[src/rtl/ula_div_pkg.sv]
// Shared state encoding and sizing helper for the sequential signed divider.
package ula_div_pkg;

  typedef enum logic [1:0] {
    IDLE = 2'd0,
    CALC = 2'd1,
    FIN  = 2'd2
  } state_e;

  // Iteration counter must hold the value NUBITS itself.
  function automatic int cnt_w(input int nubits);
    return $clog2(nubits + 1);
  endfunction

endpackage

[src/rtl/ula_div_step.sv]
// One combinational restoring-division step: shift the next dividend bit into R,
// subtract D when it fits and record the quotient bit.
module ula_div_step #(
  parameter int NUBITS = 32
) (
  input  logic [NUBITS:0]   r,
  input  logic [NUBITS-1:0] q,
  input  logic [NUBITS-1:0] d,
  output logic [NUBITS:0]   r_next,
  output logic [NUBITS-1:0] q_next
);

  always_comb begin
    q_next = {q[NUBITS-2:0], 1'b0};
    r_next = {r[NUBITS-1:0], q[NUBITS-1]};
    if ({r, q[NUBITS-1]} >= {2'b00, d}) begin
      r_next    = (NUBITS+1)'({r, q[NUBITS-1]} - {2'b00, d});
      q_next[0] = 1'b1;
    end
  end

endmodule

[src/rtl/ula_div_seq.sv]
// Multi-cycle signed divider (C semantics: truncating quotient, remainder takes the
// dividend's sign). Define ULA_DIV_EARLY_EN to skip the leading zeros of |in1|.
module ula_div_seq
  import ula_div_pkg::*;
#(
  parameter int NUBITS = 32
) (
  input  logic              clk,
  input  logic              rst,
  input  logic              start,
  input  logic [NUBITS-1:0] in1,
  input  logic [NUBITS-1:0] in2,
  output logic              busy,
  output logic              done,
  output logic [NUBITS-1:0] quo,
  output logic [NUBITS-1:0] rem,
  output logic              div_zero,
  output state_e            dbg_state
);

  // Handshake: start is taken only while IDLE (busy low); busy stays high until the
  // cycle done pulses; quo/rem/div_zero are valid from done until the next accept.

  localparam int CNT_W = cnt_w(NUBITS);
  localparam logic [CNT_W-1:0] CNT_FULL = CNT_W'(NUBITS);
  localparam logic [CNT_W-1:0] CNT_ONE  = CNT_W'(1);

  state_e            state_q, state_d;
  logic [CNT_W-1:0]  cnt_q, cnt_d;
  logic [NUBITS:0]   r_q, r_d, r_step;
  logic [NUBITS-1:0] q_q, q_d, q_step;
  logic [NUBITS-1:0] d_q, d_d;
  logic              nsign_q, nsign_d;
  logic              qsign_q, qsign_d;
  logic              dz_q, dz_d;
  logic [NUBITS-1:0] quo_q, quo_d, rem_q, rem_d;
  logic              div_zero_q, div_zero_d;
  logic              done_q, done_d;

  logic [NUBITS-1:0] abs1, abs2, q_init;
  logic [CNT_W-1:0]  iter_init;
  logic              accept;

  assign abs1   = in1[NUBITS-1] ? -in1 : in1;
  assign abs2   = in2[NUBITS-1] ? -in2 : in2;
  assign accept = (state_q == IDLE) && start;

`ifdef ULA_DIV_EARLY_EN
  logic [CNT_W-1:0] lz;

  always_comb begin
    lz = CNT_FULL;
    for (int i = 0; i < NUBITS; i++) begin
      if (abs1[i]) lz = CNT_W'(NUBITS - 1 - i);
    end
  end

  // Leading zeros would only shift zeros into R, so they are skipped outright.
  assign q_init    = abs1 << lz;
  assign iter_init = (lz == CNT_FULL) ? CNT_ONE : (CNT_FULL - lz);
`else
  assign q_init    = abs1;
  assign iter_init = CNT_FULL;
`endif

  ula_div_step #(.NUBITS(NUBITS)) u_step (
    .r      (r_q),
    .q      (q_q),
    .d      (d_q),
    .r_next (r_step),
    .q_next (q_step)
  );

  always_ff @(posedge clk or negedge rst) begin
    if (!rst) begin
      state_q    <= IDLE;
      cnt_q      <= '0;
      r_q        <= '0;
      q_q        <= '0;
      d_q        <= '0;
      nsign_q    <= 1'b0;
      qsign_q    <= 1'b0;
      dz_q       <= 1'b0;
      quo_q      <= '0;
      rem_q      <= '0;
      div_zero_q <= 1'b0;
      done_q     <= 1'b0;
    end else begin
      state_q    <= state_d;
      cnt_q      <= cnt_d;
      r_q        <= r_d;
      q_q        <= q_d;
      d_q        <= d_d;
      nsign_q    <= nsign_d;
      qsign_q    <= qsign_d;
      dz_q       <= dz_d;
      quo_q      <= quo_d;
      rem_q      <= rem_d;
      div_zero_q <= div_zero_d;
      done_q     <= done_d;
    end
  end

  always_comb begin
    state_d = state_q;
    case (state_q)
      IDLE:    if (start) state_d = (in2 == '0) ? FIN : CALC;
      CALC:    if (cnt_q == CNT_ONE) state_d = FIN;
      FIN:     state_d = IDLE;
      default: state_d = IDLE;
    endcase
  end

  always_comb begin
    cnt_d      = cnt_q;
    r_d        = r_q;
    q_d        = q_q;
    d_d        = d_q;
    nsign_d    = nsign_q;
    qsign_d    = qsign_q;
    dz_d       = dz_q;
    quo_d      = quo_q;
    rem_d      = rem_q;
    div_zero_d = div_zero_q;
    if (accept) begin
      // On divide by zero R carries |in1| so the sign fix-up in FIN restores in1.
      r_d     = (in2 == '0) ? {1'b0, abs1} : '0;
      q_d     = q_init;
      d_d     = abs2;
      cnt_d   = iter_init;
      nsign_d = in1[NUBITS-1];
      qsign_d = in1[NUBITS-1] ^ in2[NUBITS-1];
      dz_d    = (in2 == '0);
    end else if (state_q == CALC) begin
      r_d   = r_step;
      q_d   = q_step;
      cnt_d = cnt_q - CNT_ONE;
    end else if (state_q == FIN) begin
      quo_d      = dz_q ? '1 : (qsign_q ? -q_q : q_q);
      rem_d      = nsign_q ? -r_q[NUBITS-1:0] : r_q[NUBITS-1:0];
      div_zero_d = dz_q;
    end
  end

  always_comb begin
    busy      = (state_q != IDLE);
    done_d    = (state_q == FIN);
    dbg_state = state_q;
  end

  assign done     = done_q;
  assign quo      = quo_q;
  assign rem      = rem_q;
  assign div_zero = div_zero_q;

endmodule

[config.mk]
export PLATFORM = sky130hd
export DESIGN_NAME = ula_div_seq
export DESIGN_NICKNAME = d
export VERILOG_FILES = /design/src/rtl/ula_div_pkg.sv /design/src/rtl/ula_div_step.sv /design/src/rtl/ula_div_seq.sv
export SDC_FILE = /design/constraint.sdc
export NUM_CORES = 1
export LEC_CHECK = 0
export CORE_MARGIN = 8
export CORE_UTILIZATION = 50
export DETAILED_ROUTE_END_ITERATION = 8
export GPL_ROUTABILITY_DRIVEN = 1
export GPL_TIMING_DRIVEN = 0
export PLACE_DENSITY = 0.73
export SYNTH_ARGS = -nofsm -noshare
export SYNTH_HDL_FRONTEND = slang
export SYNTH_SLANG_ARGS = --single-unit
[constraint.sdc]
create_clock -name clk -period 3.6 [get_ports clk]
set_input_delay 0.54 -clock clk [delete_from_list [all_inputs] [get_ports clk]]
set_output_delay 0.54 -clock clk [all_outputs]
set_load 0.02 [all_outputs]
# == Word-level counts from Yosys, hierarchy flattened ==
# Cells that the tools add are included.
# word_totals
ff_bits,174
in_bits,67
out_inout_bits,69
wordCells,52
# op_classes
addsub,6
order_cmp,1
n_eq_ne,5
n_mux,18
bitwise,3
n_reduce_logical,7
# ops
op,count
32-bit 2-to-1 mux,8
32-bit negation,4
33-bit 2-to-1 mux,3
34-bit by 32-bit >= comparator with 1-bit output,1
33-bit by 32-bit subtractor with 33-bit output,1
32-bit zero test,1
6-bit 2-to-1 mux,2
"6-bit by 1-bit == test with 1-bit output, second input constant",1
2-bit 2-to-1 mux,3
"6-bit by 1-bit subtractor with 6-bit output, second input constant",1
"2-bit inequality test, second input constant",2
2-bit one-hot mux with 2 select lines,1
2-bit nonzero test,2
3-bit AND reduction,1
"2-bit by 1-bit == test with 1-bit output, second input constant",1
"2-bit == test, second input constant",1
2-bit zero test,1
1-bit NOT,2
2-bit AND reduction,1
1-bit logical AND,1
1-bit 2-to-1 mux,1
1-bit bitwise XOR,1

# == Longest topological paths before layout ==
# depth
word_depth,4
ltp_mapped,13
depth_no_buf,12

# == Modules after synthesis ==
# From an unflattened synthesis, not the netlist that was laid out.
# unflattened
cells_unflattened,1462
hier_area_um2,12111.6
# modules_own_cells
module,instances,cells_per_inst,area_each_um2,seq_area_each_um2
ula_div_seq,1,1085,9688.0,4354.2
ula_div_step,1,377,2423.6,0.0

# == Least setup slack after synthesis ==
# No wires, ideal clock.
# synth_timing
path_type,input -> register
start,input in1[1]
end,register r_q[25]
setup_time_ps,135
t_arrival_ps,3010
t_required_ps,3465
setup_slack_ps,455
stages,8
path_buffers,0
cell_sequence,or4_1 or4_4 or3_4 or3_1 o31ai_1 xor2_1 a2bb2oi_1 o31ai_1
# synth_between
elab_chain_len,4
# synth_lines
item,line,source
from (decl),ula_div_seq.sv:11,"input logic [NUBITS-1:0] in1,"
32-bit negation,ula_div_seq.sv:44,assign abs1 = in1[NUBITS-1] ? -in1 : in1;
32-bit 2-to-1 mux,ula_div_seq.sv:44,
32-bit 2-to-1 mux,ula_div_seq.sv:127,"r_d = (in2 == '0) ? {1'b0, abs1} : '0;"
33-bit 2-to-1 mux,ula_div_seq.sv:125,if (accept) begin
to (signal assigned),ula_div_seq.sv:91,r_q <= r_d;
to (decl),ula_div_seq.sv:30,"logic [NUBITS:0] r_q, r_d, r_step;"
# Every way passes these cells.
# A chain may end at the register's enable or synchronous reset.

# == Worst setup path after layout ==
# layout_timing
start,input in1[3]
end,register r_q[25]
# The elaborated chain is that of the path after synthesis.

==> results.sh <==
export IMPL_status="complete, but fails checks"
export IMPL_violations="hold timing"
export IMPL_peakVddDrop_uv=224.5
export IMPL_hp_class="in -> async"
export IMPL_die_w_um=166.9
export IMPL_crit_chain="clkdlybuf4s50_1 -> or4_4 -> or4_4 -> or3_4 -> or3_4 -> o31ai_4 -> xor2_2 -> buf_4 -> a2bb2oi_1 -> o31ai_1"
export IMPL_numPortBuffers=135
export IMPL_clk_path_buf_depth=2
export IMPL_crit_family="simple AND/OR/NAND/NOR gates"
export IMPL_layout_nets=1590
export IMPL_root_buffer="clkbuf_16"
export IMPL_overflow=0
export IMPL_required_ns=3.90
export IMPL_drv_cap=0
export IMPL_r2r_cells=8
export IMPL_slowest_stage="or4_4"
export IMPL_yosysSeqAreaShare_pct=38.24
export IMPL_drt_wl_total_mm=37.03
export IMPL_ant_nets=0
export IMPL_tightest_slew_ns=0.8535
export IMPL_cp_depth=10
export IMPL_period_needed_ns=3.534
export IMPL_hold_violations=9
export IMPL_numCtsBuffers=17
export IMPL_final_max_slew_violation_count=0
export IMPL_synth_area_um2=11390
export IMPL_place_gp_congestion=0.9739
export IMPL_ctsHoldBuffers=0
export IMPL_crit_fanout=5
export IMPL_period_share_pct=98.17
export IMPL_drc=0
export IMPL_pwr_density_cell_nw_per_um2=357.3
export IMPL_first_iter_violations=1248
export IMPL_endpoint_kind="flop"
export IMPL_diodes=0
export IMPL_area_growth_pct=22.04
export IMPL_setup_violations_final=0
export IMPL_fin_util_pct=61.75
export IMPL_netlist_top_cells_count="nand2_1, dfrtp_1, o21ai_0, xor2_1, nor2_1"
export IMPL_yosysTopAreaCellShare_pct=38.24
export IMPL_max_stage_delay_ns=0.57
export IMPL_antenna_found_initial=0
export IMPL_htree_levels=4
export IMPL_worst_path_buf_inv=2
export IMPL_wl_per_cell_um=20.79
export IMPL_dieHeight_um=166.9
export IMPL_rsz0062_at_grt="true"
export IMPL_grt_max_degree=125
export IMPL_power_leakage_nw=5.526
export IMPL_arrival_ns=3.83
export IMPL_dp_hpwl_mm=28.94
export IMPL_grt_total_usage_pct=26.02
export IMPL_fmax_mhz=283.0
export IMPL_clock_skew_ns=0.01493
export IMPL_ys_warnings_count=0
export IMPL_yosys_area_top_type="dfrtp_1"
export IMPL_design_area_um2=13900
export IMPL_cts_tree="built"
export IMPL_grt_pass1_wl_mm=57.77
export IMPL_clk_latency_ns=0.45
export IMPL_synth_async_reset_ratio_pct=100.0
export IMPL_vias=10910
export IMPL_setup_tns_ns=0
export IMPL_synth_edff_count=0
export IMPL_vias_per_cell=6.126
export IMPL_whs_ns=-0.01739
export IMPL_start_util_pct=50.60
export IMPL_synthDistinctLibCells=71
export IMPL_grt_pass1_vias=10468
export IMPL_io_pin_count=136
export IMPL_core_area_um2=22500
export IMPL_die_area_um2=27860
export IMPL_critPathKind="in -> reg"
export IMPL_syn_area_per_cell_um2=8.626
export IMPL_synthCells=1320
export IMPL_synth_nets=1426
export IMPL_synthFlopType="dfrtp_1"
export IMPL_ys_seq_elements=174
export IMPL_synthTopCellsByArea="dfrtp_1, xor2_1, o21ai_0"
export IMPL_numClockSinks=174
export IMPL_fillers=1966
export IMPL_rows=55
export IMPL_dpl_cell_area_um2=13130
export IMPL_cp_start_kind="input port"
export IMPL_yosysMostFrequentCell="nand2_1"
export IMPL_clkTransAtPathRegs_ns=0.08
export IMPL_drive_above_1_share_pct=5.749
export IMPL_dr_pass1_iters=5
export IMPL_slew_headroom_pct=42.57
==> repair_timing <==
item	in CTS	in global routing
gates resized for setup	15	12
pin swaps	2	6
endpoints found under the setup margin	36	27
setup buffers	3	6
==> power breakdown <==
group / internal, mW / switching (mW) / leakage, nW
sequential: 2.01 / 0.155 / 2.25
combinational: 0.406 / 0.534 / 3.00
clock: 0.924 / 0.935 / 0.280
==> cell type report <==
cell class,instances,area (um^2),share of cell area [%]
Clock buffer,17,425.4,3.061
Sequential cell,174,4354,31.33
Tap cell,285,356.6,2.566
Clock inverter,14,153.9,1.108
Multi-Input combinational cell,1027,6700,48.22
Inverter,53,198.9,1.432
Buffer,66,252.7,1.819
Timing Repair Buffer,145,1454,10.46
==> layer usage <==
metal / up-vias / GRT usage [%] / share of wire [%]
met5: - / 0 / 0
met4: 0 / 9.362 / 2.8
met3: 64 / 5.366 / 9.1
met2: 545 / 40.54 / 45
met1: 5191 / 35.25 / 44
li1: 5110 / - / -
==> cell families after synthesis <==
logic type	after synthesis	synth area share [%]
XOR/XNOR	143	11.00
adder cells (fa/ha/maj)	39	4.352
AND/OR/NAND/NOR	400	16.91
buffers and inverters	119	3.934
flip-flops	174	38.24
multiplexers	25	2.242
AO/OA/AOI/OAI	420	23.32
==> final timing paths <==
path / startpoint / end / slack (ns)
worst min-delay path: rst / quo[23] / -0.02
worst min register to register: div_zero / div_zero / 0.47
max in group asynchronous: rst / q_q[4] / 2.68
min in group clk: div_zero / div_zero / 0.47
worst max-delay path: in1[3] / r_q[25] / 0.07
worst max register to register: q_q[3] / quo[29] / 0.13
==> sequential cells by signal, summed over array words and instances (netlist names) <==
register,cells
quo,32
dz_q,1
nsign_q,1
done,1
dbg_state,2
div_zero,1
rem,32
cnt_q,6
r_q,33
q_q,32
d_q,32
qsign_q,1
==> cells in the final DEF, fill, tap and decap left out, drive strengths merged, types with 3 or more instances in the layout <==
cell type      netlist  routed
a21o                17      17
and2                 6       6
ha                  38      38
mux2i               21      21
o31ai               41      41
a211oi               9       9
xnor2               31      31
and3                 9       9
a2bb2oi              3       3
a221o               11      11
o21ai              169     169
o221ai               6       6
clkbuf              59      75
dfrtp              174     174
nand3               20      20
inv                 52      58
mux2                 4       4
nor4                10      10
buf                  7      19
nand2b              11      11
a22oi               28      28
clkinv               1       8
or2                  6       6
o311a                3       3
o22ai                4       4
o21a                 3       3
nor3                15      15
nor2b                7       7
o41ai               21      21
clkdlybuf4s50        0     133
o211ai               7       7
a21oi               70      70
a31oi               11      11
or3                 23      23
nor2                77      77
nand4                9       9
or4                 21      21
xor2               112     112
nand2              175     175
==> through the flow <==
stage / worst slack [ns] / power [mW] / std cells / hold slack, ns
after floorplan: 0.4551 / 2.693 / 1320 / 0.2444
after global placement: -5.027 / 3.048 / 1740 / 0.4515
after detailed placement: -0.9073 / 3.063 / 1741 / 0.4620
after CTS: 0.03700 / 4.907 / 1775 / 0.004499
after global routing: -0.05669 / 5.135 / 1781 / 0.01416
final: 0.06600 / 4.966 / 1781 / -0.01739
Power figures use the tool's default switching activity.
==> variant: new RTL, same flow settings <==
The option `ULA_DIV_EARLY_EN` is turned on by a define.
--- a/src/rtl/ula_div_seq.sv
+++ b/src/rtl/ula_div_seq.sv
@@ -1,4 +1,6 @@
 // Multi-cycle signed divider (C semantics: truncating quotient, remainder takes the
 // dividend's sign). Define ULA_DIV_EARLY_EN to skip the leading zeros of |in1|.
+`define ULA_DIV_EARLY_EN
+
 module ula_div_seq
   import ula_div_pkg::*;
Function: changed (Yosys sat finds a counterexample within 4 cycles, from zero or initial values and one cycle with rst low).
==> variant against the unedited design <==
The run ends with setup timing left; synthesized area grew 31%; largest cell class unchanged; power rose to 3.4 times the old value; routed wire length rose by 65%; via count rose by 52%; largest power group is now combinational cells; design area grew 49%; sequential cell count stayed put; die area up 28%; worst setup slack worse by 0.84 ns; synthesized cell count rose by 42%.
==> variant: results (changes against the unedited design) <==
- Global-route wire length before repair: 91.18 mm (+58%)
- End of the critical path: q_q[28]$_DFFE_PN0P_
- Number of global-route vias before repair: 15780 (+51%)
- RD Place Congestion: 0.9625 (-1.2%)
- Leakage Power: 8.501 nW (+54%)
- Clock Skews: 0.01426 ns (-0.0006650 ns)
- DR pass1 iterations: 6 (+1)
- CP max FO: 7 (+2)
- VDD IR max: 0.0004673 V (+110%)
- Rel. slew slack: 17.05% (-26 points)
- Largest net degree at the start of global routing: 111 (-11%)
- Final WL: 61.17 mm (+65%)
- Number of port buffers: 123 (-8.9%)
- Worst setup path startpoint: in1[0]
- # setup viols final: 37 (+37)
- Final Worst Setup Slack: -0.7748 ns (-0.8408 ns)
- Run status: finished, violations left
- Antenna violations before repair: 1 (+1)
- Internal power: 8.770 mW (+160%)
- R2r worst-path depth: 15 (+7)
- First DRT Iteration DRCs: 1624 (+30%)
- Nets: 2246 (+41%)
- Sequential share of the synthesized area: 29.20% (-9.0 points)
- Commonest cells in the netlist: nand2_1, o21ai_0, dfrtp_1
- CP arrival: 4.73 ns (+0.90 ns)
- Netlist cell types: 90 (+27%)
- Global Route Usage Sum: 32.32% (+6.3 points)
- Main area contributors after synthesis: dfrtp_1, o21ai_0, xor2_1
- Post-place instance area: 0.01694 mm^2 (+29%)
- Failing checks: setup timing
- Post-synth net total: 1978 (+39%)
- Reg2Reg Launch Point: r_q[4]$_DFFE_PN0P_
- DR vias: 16560 (+52%)
-- variant: cell types whose count changed after synthesis, sizes merged, moves of 23 or more --
cell | before | now
nor2 | 77 | 126
o22ai | 4 | 36
xnor2 | 31 | 58
o21ai | 169 | 216
mux2i | 21 | 69
nand2 | 175 | 214
mux2 | 4 | 28
buf | 7 | 36
a22oi | 28 | 5
a21oi | 70 | 123
clkbuf | 59 | 93
-- variant: area by class of cell --
cell class,instances,area (um^2)
buffer,124,885.9
clock buffer,19,442.9
clock inverter,13,133.9
fill,2368,8775
inverter,71,311.5
multi-input combinational,1496,11580
sequential,174,4358
tap,390,488.0
timing repair buffer,254,2507
-- variant: how the worst min path moves through the flow --
stage          slack, ns                    to  depth (start not counted)                 start
2_1_floorplan       0.24  cnt_q[0]$_DFFE_PN0P_                          0                   rst
3_3_place_gp        0.46  div_zero$_DFFE_PN0P_                          2  div_zero$_DFFE_PN0P_
3_5_place_dp        0.46    quo[0]$_DFFE_PN0P_                          2    quo[0]$_DFFE_PN0P_
4_1_cts             0.04   d_q[11]$_DFFE_PN0P_                          1                   rst
5_1_grt             0.07   d_q[12]$_DFFE_PN0P_                          1                   rst
6_report            0.02   d_q[11]$_DFFE_PN0P_                          1                   rst
-- variant: kinds of logic (layout without fill, tap and decap cells) --
| family | Yosys count | count (layout) | share of synthesized area [%] |
|---|---|---|---|
| buf+inv | 200 | 481 | 5.773 |
| simple gates | 573 | 573 | 18.34 |
| fa+ha+maj | 41 | 41 | 3.491 |
| mux | 97 | 97 | 6.822 |
| xor+xnor | 159 | 159 | 9.390 |
| flops | 174 | 174 | 29.20 |
| compound gates | 626 | 626 | 26.98 |
-- variant: layer usage --
layer / up-vias / track usage (%) / share of wire [%]
met2: 977 / 48.98 / 44
met1: 7992 / 44.12 / 42
li1: 7377 / - / -
met4: 0 / 15.27 / 5.2
met5: - / 0 / 0
met3: 214 / 5.712 / 9.3
-- variant: through the flow --
step	setup WS, ns	instances	TNS (ns)	power, mW	hold slack, ns
after floorplan	-0.8708	1870	-30.22	10.31	0.2444
after global placement	-5.207	2383	-1027.96	13.24	0.4607
after detailed placement	-2.497	2384	-127.81	13.39	0.4567
after CTS	-0.7490	2492	-22.63	15.96	0.04047
after global routing	-0.8690	2541	-25.51	17.97	0.06747
final	-0.7748	2541	-22.81	16.93	0.02461
-- variant: critical path: cells and delay by family --
family	cells	cell delay [ns]
simple gates	4	0.62
fa+ha+maj	1	0.13
xor+xnor	1	0.95
compound gates	7	1.64
buf+inv	7	0.84
-- variant: timing repair --
action | CTS | global route
buffers inserted | 75 | 50
cloned | 3 | 4
pin swaps | 83 | 87
setup endpoints to repair | 80 | 75
hold endpoints to repair | 0 | 0
gates resized for setup | 347 | 199
